===== src/rtl/matrix_row_accumulator_if.sv =====
// Read-data beat channel into the accumulator plus its group-result output channel.
// Beats are pushed with rvalid only (the source never waits); a result moves when out_valid && out_ready on the same edge.
interface matrix_row_accumulator_if #(
  parameter int LANES = 16
);
  logic                  rvalid;
  logic [LANES*32-1:0]   rdata;
  logic                  rlast;
  logic [1:0]            rresp;
  logic                  out_valid;
  logic [31:0]           out_data;
  logic                  out_ready;

  modport master (
    output rvalid, rdata, rlast, rresp, out_ready,
    input  out_valid, out_data
  );

  modport slave (
    input  rvalid, rdata, rlast, rresp, out_ready,
    output out_valid, out_data
  );
endinterface


===== src/rtl/matrix_row_accumulator.sv =====
// Sums every beat of LANES signed 32-bit lanes into per-group results queued in an output FIFO.
// Define MATRIX_ACC_SATURATE_EN to clamp out_data to signed 32 bits instead of wrapping.
module matrix_row_accumulator #(
  parameter int LANES      = 16,
  parameter int FIFO_DEPTH = 16
) (
  input  logic                    clk,
  input  logic                    rst,
  input  logic                    start,
  input  logic [31:0]             beats_per_group,
  input  logic [31:0]             num_groups,
  matrix_row_accumulator_if.slave bus,
  output logic                    busy,
  output logic                    done,
  output logic [31:0]             beat_count,
  output logic [31:0]             group_count,
  output logic [31:0]             last_count,
  output logic [31:0]             err_count,
  output logic [31:0]             drop_count,
  output logic                    overflow,
  output logic [1:0]              dbg_state
);
  localparam int QW  = LANES / 4;
  localparam int P_W = 32 + $clog2(QW);
  localparam int S_W = P_W + 2;
  localparam int AW  = $clog2(FIFO_DEPTH);
  localparam int CW  = AW + 1;

  typedef enum logic [1:0] {IDLE, RUN, DRAIN, DONE} state_t;

  state_t        state_q;
  logic          busy_q, done_q;
  logic [31:0]   bpg_q, ng_q, in_cnt_q, grp_in_q;

  logic                s1_valid_q, s1_close_q;
  logic [LANES*32-1:0] s1_data_q;
  logic                s2_valid_q, s2_close_q;
  logic [P_W-1:0]      s2_part_q [4];
  logic [P_W-1:0]      s2_part_d [4];
  logic                s3_valid_q, s3_close_q;
  logic [S_W-1:0]      s3_sum_q, s3_sum_d;

  logic [63:0]   acc_q, lane_ext64, result;
  logic [31:0]   result_n;
  logic [31:0]   beat_cnt_q, grp_cnt_q, last_cnt_q, err_cnt_q, drop_cnt_q;
  logic          overflow_q;

  logic [31:0]   mem_q [FIFO_DEPTH];
  logic [AW-1:0] wr_ptr_q, rd_ptr_q, rd_next;
  logic [CW-1:0] cnt_q, cnt_left;
  logic          out_valid_q;
  logic [31:0]   out_data_q;

  logic start_go, beat_ok, beat_close, last_group;
  logic push_try, push_ok, pop;

  assign start_go   = (state_q == IDLE) && start;
  assign beat_ok    = (state_q == RUN) && bus.rvalid;
  assign beat_close = (in_cnt_q == bpg_q - 32'd1);
  assign last_group = (grp_in_q == ng_q - 32'd1);

  always_ff @(posedge clk) begin
    if (rst) begin
      state_q  <= IDLE;
      busy_q   <= 1'b0;
      done_q   <= 1'b0;
      bpg_q    <= 32'd1;
      ng_q     <= 32'd0;
      in_cnt_q <= 32'd0;
      grp_in_q <= 32'd0;
    end else begin
      done_q <= 1'b0;
      case (state_q)
        IDLE: if (start) begin
          bpg_q    <= (beats_per_group == 32'd0) ? 32'd1 : beats_per_group;
          ng_q     <= num_groups;
          in_cnt_q <= 32'd0;
          grp_in_q <= 32'd0;
          if (num_groups == 32'd0) begin
            state_q <= DONE;
            done_q  <= 1'b1;
          end else begin
            state_q <= RUN;
            busy_q  <= 1'b1;
          end
        end
        RUN: if (bus.rvalid) begin
          if (beat_close) begin
            in_cnt_q <= 32'd0;
            grp_in_q <= grp_in_q + 32'd1;
            if (last_group) state_q <= DRAIN;
          end else begin
            in_cnt_q <= in_cnt_q + 32'd1;
          end
        end
        DRAIN: if (!s1_valid_q && !s2_valid_q && !s3_valid_q) begin
          state_q <= DONE;
          busy_q  <= 1'b0;
          done_q  <= 1'b1;
        end
        DONE:    state_q <= IDLE;
        default: state_q <= IDLE;
      endcase
    end
  end

  // The group-close flag rides with each beat so the accumulator knows when to emit.
  always_ff @(posedge clk) begin
    if (rst || start_go) begin
      s1_valid_q <= 1'b0;
      s1_close_q <= 1'b0;
      s2_valid_q <= 1'b0;
      s2_close_q <= 1'b0;
      s3_valid_q <= 1'b0;
      s3_close_q <= 1'b0;
    end else begin
      s1_valid_q <= beat_ok;
      s1_close_q <= beat_ok && beat_close;
      s2_valid_q <= s1_valid_q;
      s2_close_q <= s1_close_q;
      s3_valid_q <= s2_valid_q;
      s3_close_q <= s2_close_q;
    end
  end

  always_ff @(posedge clk) begin
    if (beat_ok) s1_data_q <= bus.rdata;
    s2_part_q <= s2_part_d;
    s3_sum_q  <= s3_sum_d;
  end

  function automatic logic [P_W-1:0] lane_ext(input logic [31:0] v);
    return {{(P_W-32){v[31]}}, v};
  endfunction

  always_comb begin
    for (int p = 0; p < 4; p++) begin
      s2_part_d[p] = '0;
      for (int l = 0; l < QW; l++)
        s2_part_d[p] = s2_part_d[p] + lane_ext(s1_data_q[(p*QW+l)*32 +: 32]);
    end
  end

  always_comb begin
    s3_sum_d = '0;
    for (int p = 0; p < 4; p++)
      s3_sum_d = s3_sum_d + {{2{s2_part_q[p][P_W-1]}}, s2_part_q[p]};
  end

  assign lane_ext64 = {{(64-S_W){s3_sum_q[S_W-1]}}, s3_sum_q};
  assign result     = acc_q + lane_ext64;

`ifdef MATRIX_ACC_SATURATE_EN
  always_comb begin
    result_n = result[31:0];
    if (!result[63] && (|result[62:31]))      result_n = 32'h7FFF_FFFF;
    else if (result[63] && !(&result[62:31])) result_n = 32'h8000_0000;
  end
`else
  assign result_n = result[31:0];
`endif

  assign pop      = out_valid_q && bus.out_ready;
  assign push_try = s3_valid_q && s3_close_q;
  // A same-cycle pop frees the slot, so a full FIFO still takes the push.
  assign push_ok  = push_try && ((cnt_q != CW'(FIFO_DEPTH)) || pop);
  assign cnt_left = cnt_q - CW'(pop);
  assign rd_next  = rd_ptr_q + AW'(pop);

  always_ff @(posedge clk) begin
    if (rst || start_go) begin
      acc_q      <= 64'd0;
      beat_cnt_q <= 32'd0;
      grp_cnt_q  <= 32'd0;
      last_cnt_q <= 32'd0;
      err_cnt_q  <= 32'd0;
      drop_cnt_q <= 32'd0;
      overflow_q <= 1'b0;
    end else begin
      if (beat_ok)                          beat_cnt_q <= beat_cnt_q + 32'd1;
      if (beat_ok && bus.rlast)             last_cnt_q <= last_cnt_q + 32'd1;
      if (beat_ok && (bus.rresp != 2'd0))   err_cnt_q  <= err_cnt_q + 32'd1;
      if (s3_valid_q)                       acc_q      <= s3_close_q ? 64'd0 : result;
      if (push_try)                         grp_cnt_q  <= grp_cnt_q + 32'd1;
      if (push_try && !push_ok) begin
        drop_cnt_q <= drop_cnt_q + 32'd1;
        overflow_q <= 1'b1;
      end
    end
  end

  always_ff @(posedge clk) begin
    if (push_ok) mem_q[wr_ptr_q] <= result_n;
  end

  // Output register mirrors the head left after this cycle's pop; pushes show up a cycle later.
  always_ff @(posedge clk) begin
    if (rst) begin
      wr_ptr_q    <= '0;
      rd_ptr_q    <= '0;
      cnt_q       <= '0;
      out_valid_q <= 1'b0;
      out_data_q  <= 32'd0;
    end else begin
      if (push_ok) wr_ptr_q <= wr_ptr_q + AW'(1);
      rd_ptr_q    <= rd_next;
      cnt_q       <= cnt_left + CW'(push_ok);
      out_valid_q <= (cnt_left != '0);
      if (cnt_left != '0) out_data_q <= mem_q[rd_next];
    end
  end

  assign bus.out_valid = out_valid_q;
  assign bus.out_data  = out_data_q;
  assign busy          = busy_q;
  assign done          = done_q;
  assign beat_count    = beat_cnt_q;
  assign group_count   = grp_cnt_q;
  assign last_count    = last_cnt_q;
  assign err_count     = err_cnt_q;
  assign drop_count    = drop_cnt_q;
  assign overflow      = overflow_q;
  assign dbg_state     = state_q;
endmodule


===== src/flat_wrapper.sv =====
// flat-port wrapper written by rule: the top's interface ports become plain ports
module matrix_row_accumulator_flat 
#(
  parameter int LANES      = 16,
  parameter int FIFO_DEPTH = 16
)
  (clk, rst, start, beats_per_group, num_groups, busy, done, beat_count, group_count, last_count, err_count, drop_count, overflow, dbg_state, bus_rvalid, bus_rdata, bus_rlast, bus_rresp, bus_out_ready, bus_out_valid, bus_out_data);
  matrix_row_accumulator_if #(.LANES(LANES)) bus_i ();
  input  logic clk;
  input  logic rst;
  input  logic start;
  input  logic [31:0] beats_per_group;
  input  logic [31:0] num_groups;
  output logic busy;
  output logic done;
  output logic [31:0] beat_count;
  output logic [31:0] group_count;
  output logic [31:0] last_count;
  output logic [31:0] err_count;
  output logic [31:0] drop_count;
  output logic overflow;
  output logic [1:0] dbg_state;
  input wire logic [$bits(bus_i.rvalid)-1:0] bus_rvalid;
  input wire logic [$bits(bus_i.rdata)-1:0] bus_rdata;
  input wire logic [$bits(bus_i.rlast)-1:0] bus_rlast;
  input wire logic [$bits(bus_i.rresp)-1:0] bus_rresp;
  input wire logic [$bits(bus_i.out_ready)-1:0] bus_out_ready;
  output wire logic [$bits(bus_i.out_valid)-1:0] bus_out_valid;
  output wire logic [$bits(bus_i.out_data)-1:0] bus_out_data;
  assign bus_i.rvalid = bus_rvalid;
  assign bus_i.rdata = bus_rdata;
  assign bus_i.rlast = bus_rlast;
  assign bus_i.rresp = bus_rresp;
  assign bus_i.out_ready = bus_out_ready;
  assign bus_out_valid = bus_i.out_valid;
  assign bus_out_data = bus_i.out_data;
  matrix_row_accumulator #(.LANES(LANES), .FIFO_DEPTH(FIFO_DEPTH)) u_core (.clk(clk), .rst(rst), .start(start), .beats_per_group(beats_per_group), .num_groups(num_groups), .bus(bus_i), .busy(busy), .done(done), .beat_count(beat_count), .group_count(group_count), .last_count(last_count), .err_count(err_count), .drop_count(drop_count), .overflow(overflow), .dbg_state(dbg_state));
endmodule

===== config.mk =====
export PLATFORM = sky130hd
export DESIGN_NAME = matrix_row_accumulator_flat
export DESIGN_NICKNAME = d
export VERILOG_FILES = /design/src/rtl/matrix_row_accumulator_if.sv /design/src/rtl/matrix_row_accumulator.sv /design/src/flat_wrapper.sv
export SDC_FILE = /design/constraint.sdc
export NUM_CORES = 2
export LEC_CHECK = 0
export CAP_MARGIN = 10
export CORE_ASPECT_RATIO = 0.9
export CORE_MARGIN = 5
export CORE_UTILIZATION = 45
export DETAILED_ROUTE_END_ITERATION = 10
export GPL_TIMING_DRIVEN = 0
export MAX_ROUTING_LAYER = met4
export PLACE_DENSITY = 0.72
export SETUP_SLACK_MARGIN = 0.4
export SYNTH_ARGS = -nofsm -noshare
export SYNTH_HDL_FRONTEND = slang
export SYNTH_SLANG_ARGS = --single-unit

===== constraint.sdc =====
create_clock -name clk -period 22.1 [get_ports clk]
set_clock_uncertainty 0.15 [all_clocks]
set_input_delay 3.315 -clock clk [delete_from_list [all_inputs] [get_ports clk]]
set_output_delay 3.315 -clock clk [all_outputs]
set_load 0.02 [all_outputs]

==> metrics.txt <==
# TYPE chip_impl_metric gauge
chip_impl_info{name="status",value="complete, no violations"} 1
chip_impl_metric{name="yosys.cell_types.count",unit=""} 83
chip_impl_metric{name="ios",unit=""} 782
chip_impl_info{name="path_cells",value="clkdlybuf4s50_1 > nand2_1 > inv_1 > ha_1 > buf_1 > clkbuf_1 > mux4_2 > mux4_2 > nand2_1 > a21oi_1"} 1
chip_impl_metric{name="synth_sequential_area_ratio",unit="%"} 55.0
chip_impl_info{name="r2r_end",value="u_core.s2_part_q[30]"} 1
chip_impl_metric{name="die_height",unit="microns"} 399
chip_impl_metric{name="cts_repair_resize_count",unit=""} 0
chip_impl_metric{name="syn-num-nets",unit=""} 7317
chip_impl_metric{name="synth_async_sr_flop_share",unit="%"} 0
chip_impl_info{name="startpoint_type",value="primary input"} 1
chip_impl_metric{name="final-instance-count-excl-fill",unit=""} 9602
chip_impl_metric{name="post_drt_via_cell_ratio",unit=""} 5.38
chip_impl_metric{name="cpPeakStageDelay",unit="ns"} 0.84
chip_impl_metric{name="floorplan.core_area",unit="sq um"} 167000
chip_impl_metric{name="cts.repair_timing.setup_buffer_count",unit=""} 0
chip_impl_metric{name="drt_wl_total",unit="microns"} 205000
chip_impl_metric{name="clock_tree.htree_level_count",unit=""} 4
chip_impl_metric{name="synth_area_per_cell",unit="sq um"} 12.2
chip_impl_metric{name="detailed_route_wire_length_per_cell",unit="microns"} 21.4
chip_impl_metric{name="total_leakage_power",unit="nW"} 35.3
chip_impl_metric{name="finalMaxSlewViolations",unit=""} 0
chip_impl_info{name="critical_path.top_delay_family",value="buffers and inverters"} 1
chip_impl_metric{name="setup.reg_to_reg.worst_slack",unit="ns"} 15.35
chip_impl_metric{name="netlist_area",unit="sq um"} 75500
chip_impl_metric{name="die_area",unit="sq um"} 176000
chip_impl_metric{name="final_hold_viol_count",unit=""} 0
chip_impl_metric{name="drc",unit=""} 0
chip_impl_metric{name="initial_core_util",unit="%"} 45.3
chip_impl_metric{name="fin_total_pwr",unit="mW"} 14.4
chip_impl_metric{name="number_of_global_route_vias_before_repair",unit=""} 52100
chip_impl_info{name="cts.root.buffer_cell",value="clkbuf_16"} 1
chip_impl_metric{name="syn-instance-count",unit=""} 6209
chip_impl_metric{name="routed-via-count",unit=""} 51600
chip_impl_metric{name="worstHoldPathCells",unit=""} 1
chip_impl_metric{name="maxSlewHeadroom",unit="%"} 11.1
chip_impl_metric{name="final_critical_path_setup_slack",unit="ns"} 15.18
chip_impl_metric{name="yosys_warnings",unit=""} 0
chip_impl_metric{name="total_neg_setup_slack",unit="ns"} 0
chip_impl_metric{name="clock_latency",unit="ns"} 0.78
chip_impl_metric{name="grt_overflow",unit=""} 0
chip_impl_metric{name="pre_cts_ws",unit="ns"} 14.36
chip_impl_info{name="cts_tree",value="built"} 1
chip_impl_metric{name="critical_path.n_buffers_inverters",unit=""} 4
chip_impl_metric{name="critical_path_arrival",unit="ns"} 7.35
chip_impl_metric{name="hold_buffer_count_at_cts",unit=""} 0
chip_impl_metric{name="areal_power_density_over_the_cells",unit="nW/um^2"} 156
chip_impl_metric{name="area.growth.synth_to_final",unit="%"} 22.3
chip_impl_metric{name="placement_rows",unit=""} 142
chip_impl_metric{name="count_of_nets_left_with_antenna_violations_after_detail_routing",unit=""} 0
chip_impl_metric{name="worst_pin_slew",unit="ns"} 1.32
chip_impl_metric{name="hpwlAfterDp",unit="microns"} 157000
chip_impl_metric{name="die_width",unit="microns"} 442
chip_impl_metric{name="pin_count_of_the_biggest_net_entering_global_routing",unit=""} 119
chip_impl_info{name="most-common-layout-cells",value="edfxtp_1 (1024), clkdlybuf4s50_1 (780), inv_1 (699)"} 1
chip_impl_metric{name="synth.ff_latch_count",unit=""} 1561
chip_impl_info{name="crit_path_end_kind",value="flop"} 1
chip_impl_info{name="mostFrequentLayoutCell",value="edfxtp_1"} 1
chip_impl_info{name="holdPathEnd",value="u_core.s2_close_q"} 1
chip_impl_info{name="critPathSlowestCell",value="clkbuf_1"} 1
chip_impl_metric{name="drt-initial-drc-count",unit=""} 4221
chip_impl_metric{name="setup_viol",unit=""} 0
chip_impl_metric{name="placement.cell_area",unit="sq um"} 86900
chip_impl_metric{name="layout-drive-gt1-share",unit="%"} 6.99
chip_impl_metric{name="finish.utilization",unit="%"} 55.4
chip_impl_metric{name="clkTransAtPathRegs",unit="ns"} 0.06
chip_impl_metric{name="rr_worst_depth",unit=""} 23
chip_impl_metric{name="cts_made_buffers",unit=""} 160
chip_impl_metric{name="worst-endpoint-required",unit="ns"} 22.53
chip_impl_metric{name="finalNetCount",unit=""} 8309
chip_impl_metric{name="grt_antenna_before_repair",unit=""} 33
chip_impl_metric{name="port_buffers",unit=""} 780
chip_impl_metric{name="cts_num_sinks",unit=""} 1561
chip_impl_metric{name="grt_first_pass_wirelength",unit="microns"} 307000
chip_impl_metric{name="ir_drop",unit="mV"} 0.166
chip_impl_metric{name="finalCritPeriodShare",unit="%"} 31.3
chip_impl_metric{name="critPathMaxFanout",unit=""} 10
chip_impl_info{name="ys_dominant_reg_cell",value="edfxtp_1"} 1
chip_impl_info{name="critical_path.reg2reg.startpoint",value="u_core.s1_data_q[384]"} 1
chip_impl_metric{name="finalWeightedCongestion",unit=""} 0.927
chip_impl_metric{name="number_of_enable_flip_flop_cells_after_synthesis",unit=""} 1024
chip_impl_info{name="min_delay_worst_type",value="flop to flop"} 1
chip_impl_metric{name="postLayoutCellArea",unit="sq um"} 92300
chip_impl_metric{name="global_route.usage.total",unit="%"} 23.3
chip_impl_info{name="hold_path.startpoint",value="u_core.s1_close_q"} 1
chip_impl_metric{name="numPlacedInstances",unit=""} 9264
chip_impl_info{name="timing_worst_setup_path_type",value="primary input to flop"} 1
chip_impl_metric{name="cts_max_path_buffers",unit=""} 3
chip_impl_metric{name="achievable-frequency",unit="GHz"} 0.145
chip_impl_metric{name="final_period_minus_worst_setup_slack",unit="ns"} 6.92
chip_impl_info{name="layout_top_registers",value="u_core.mem_q (512), u_core.s1_data_q (512), u_core.s2_part_q (128)"} 1
chip_impl_info{name="rsz0062_at_grt",value="no"} 1
chip_impl_metric{name="drt_pre_antenna_iters",unit=""} 5
chip_impl_metric{name="maxCapViolations",unit=""} 0
chip_impl_metric{name="final.hold.worst_slack",unit="ns"} 0.280
area by class of cell:
cell class	instances	area [sq um]
Sequential cell	1561	41500
Clock inverter	82	826
Timing Repair Buffer	830	8530
Buffer	123	464
Tap cell	2232	2790
Clock buffer	215	4390
Inverter	701	2640
Fill cell	13700	74400
Multi-Input combinational cell	3824	31100
Antenna cell	34	85.1
worst max path at each step:
stage / slack, ns / cells after the start / from / end
4_1_cts: 15.16 / 10 / bus_out_ready / u_core.bus.out_data[28]
3_3_place_gp: -0.63 / 9 / bus_rvalid / u_core.beat_count[31]
6_report: 15.18 / 10 / bus_out_ready / u_core.bus.out_data[28]
5_1_grt: 14.91 / 23 / u_core.s1_data_q[384] / u_core.s2_part_q[30]
2_1_floorplan: 5.60 / 9 / bus_rvalid / u_core.beat_count[29]
3_5_place_dp: 14.36 / 10 / bus_out_ready / u_core.bus.out_data[28]
power by group:
part / internal, mW / switching (mW)
Combinational: 3.24 / 4.44
Clock: 1.55 / 1.15
Sequential: 3.79 / 0.188
cell families (layout without fill, tap and decap cells):
family / count (synthesis) / count (layout) / synth area share, %
adder cells (fa/ha/maj): 524 / 524 / 10.3
AND/OR/NAND/NOR: 1467 / 1467 / 9.49
multiplexers: 183 / 183 / 5.08
other: 0 / 34 / 0
AO/OA/AOI/OAI: 1067 / 1067 / 9.25
XOR/XNOR: 583 / 583 / 6.76
buffers and inverters: 824 / 1951 / 4.10
flip-flops: 1561 / 1561 / 55.0
Yosys cell counts (all sizes together), types with 40 or more instances:
cell type | number | area, sq um
nand2 | 336 | 1260
o21a | 54 | 405
nor4 | 51 | 355
a21o | 125 | 938
nor3 | 82 | 410
inv | 700 | 2630
xnor2 | 306 | 2680
o21ai | 177 | 886
nand4 | 76 | 482
edfxtp | 1024 | 30700
and3 | 76 | 475
clkbuf | 105 | 394
mux4 | 160 | 3600
a211oi | 40 | 300
a21oi | 330 | 1650
nor2b | 48 | 300
nand2b | 55 | 344
a22o | 58 | 508
fa | 166 | 3320
or3 | 62 | 393
dfxtp | 537 | 10800
ha | 358 | 4480
xor2 | 277 | 2430
nor2 | 442 | 1660
nand3 | 129 | 646
layer usage:
layer	part of all wire, %	GRT usage, %	up-vias	wire length [microns]
met4	4.3	9.74	0	8830
met2	49	38.3	1824	100000
met5	0	-	-	0
met3	6.4	4.01	370	13200
li1	-	-	24300	-
met1	40	28.8	25200	82700
Note: power is estimated with default switching activity, not from simulation.
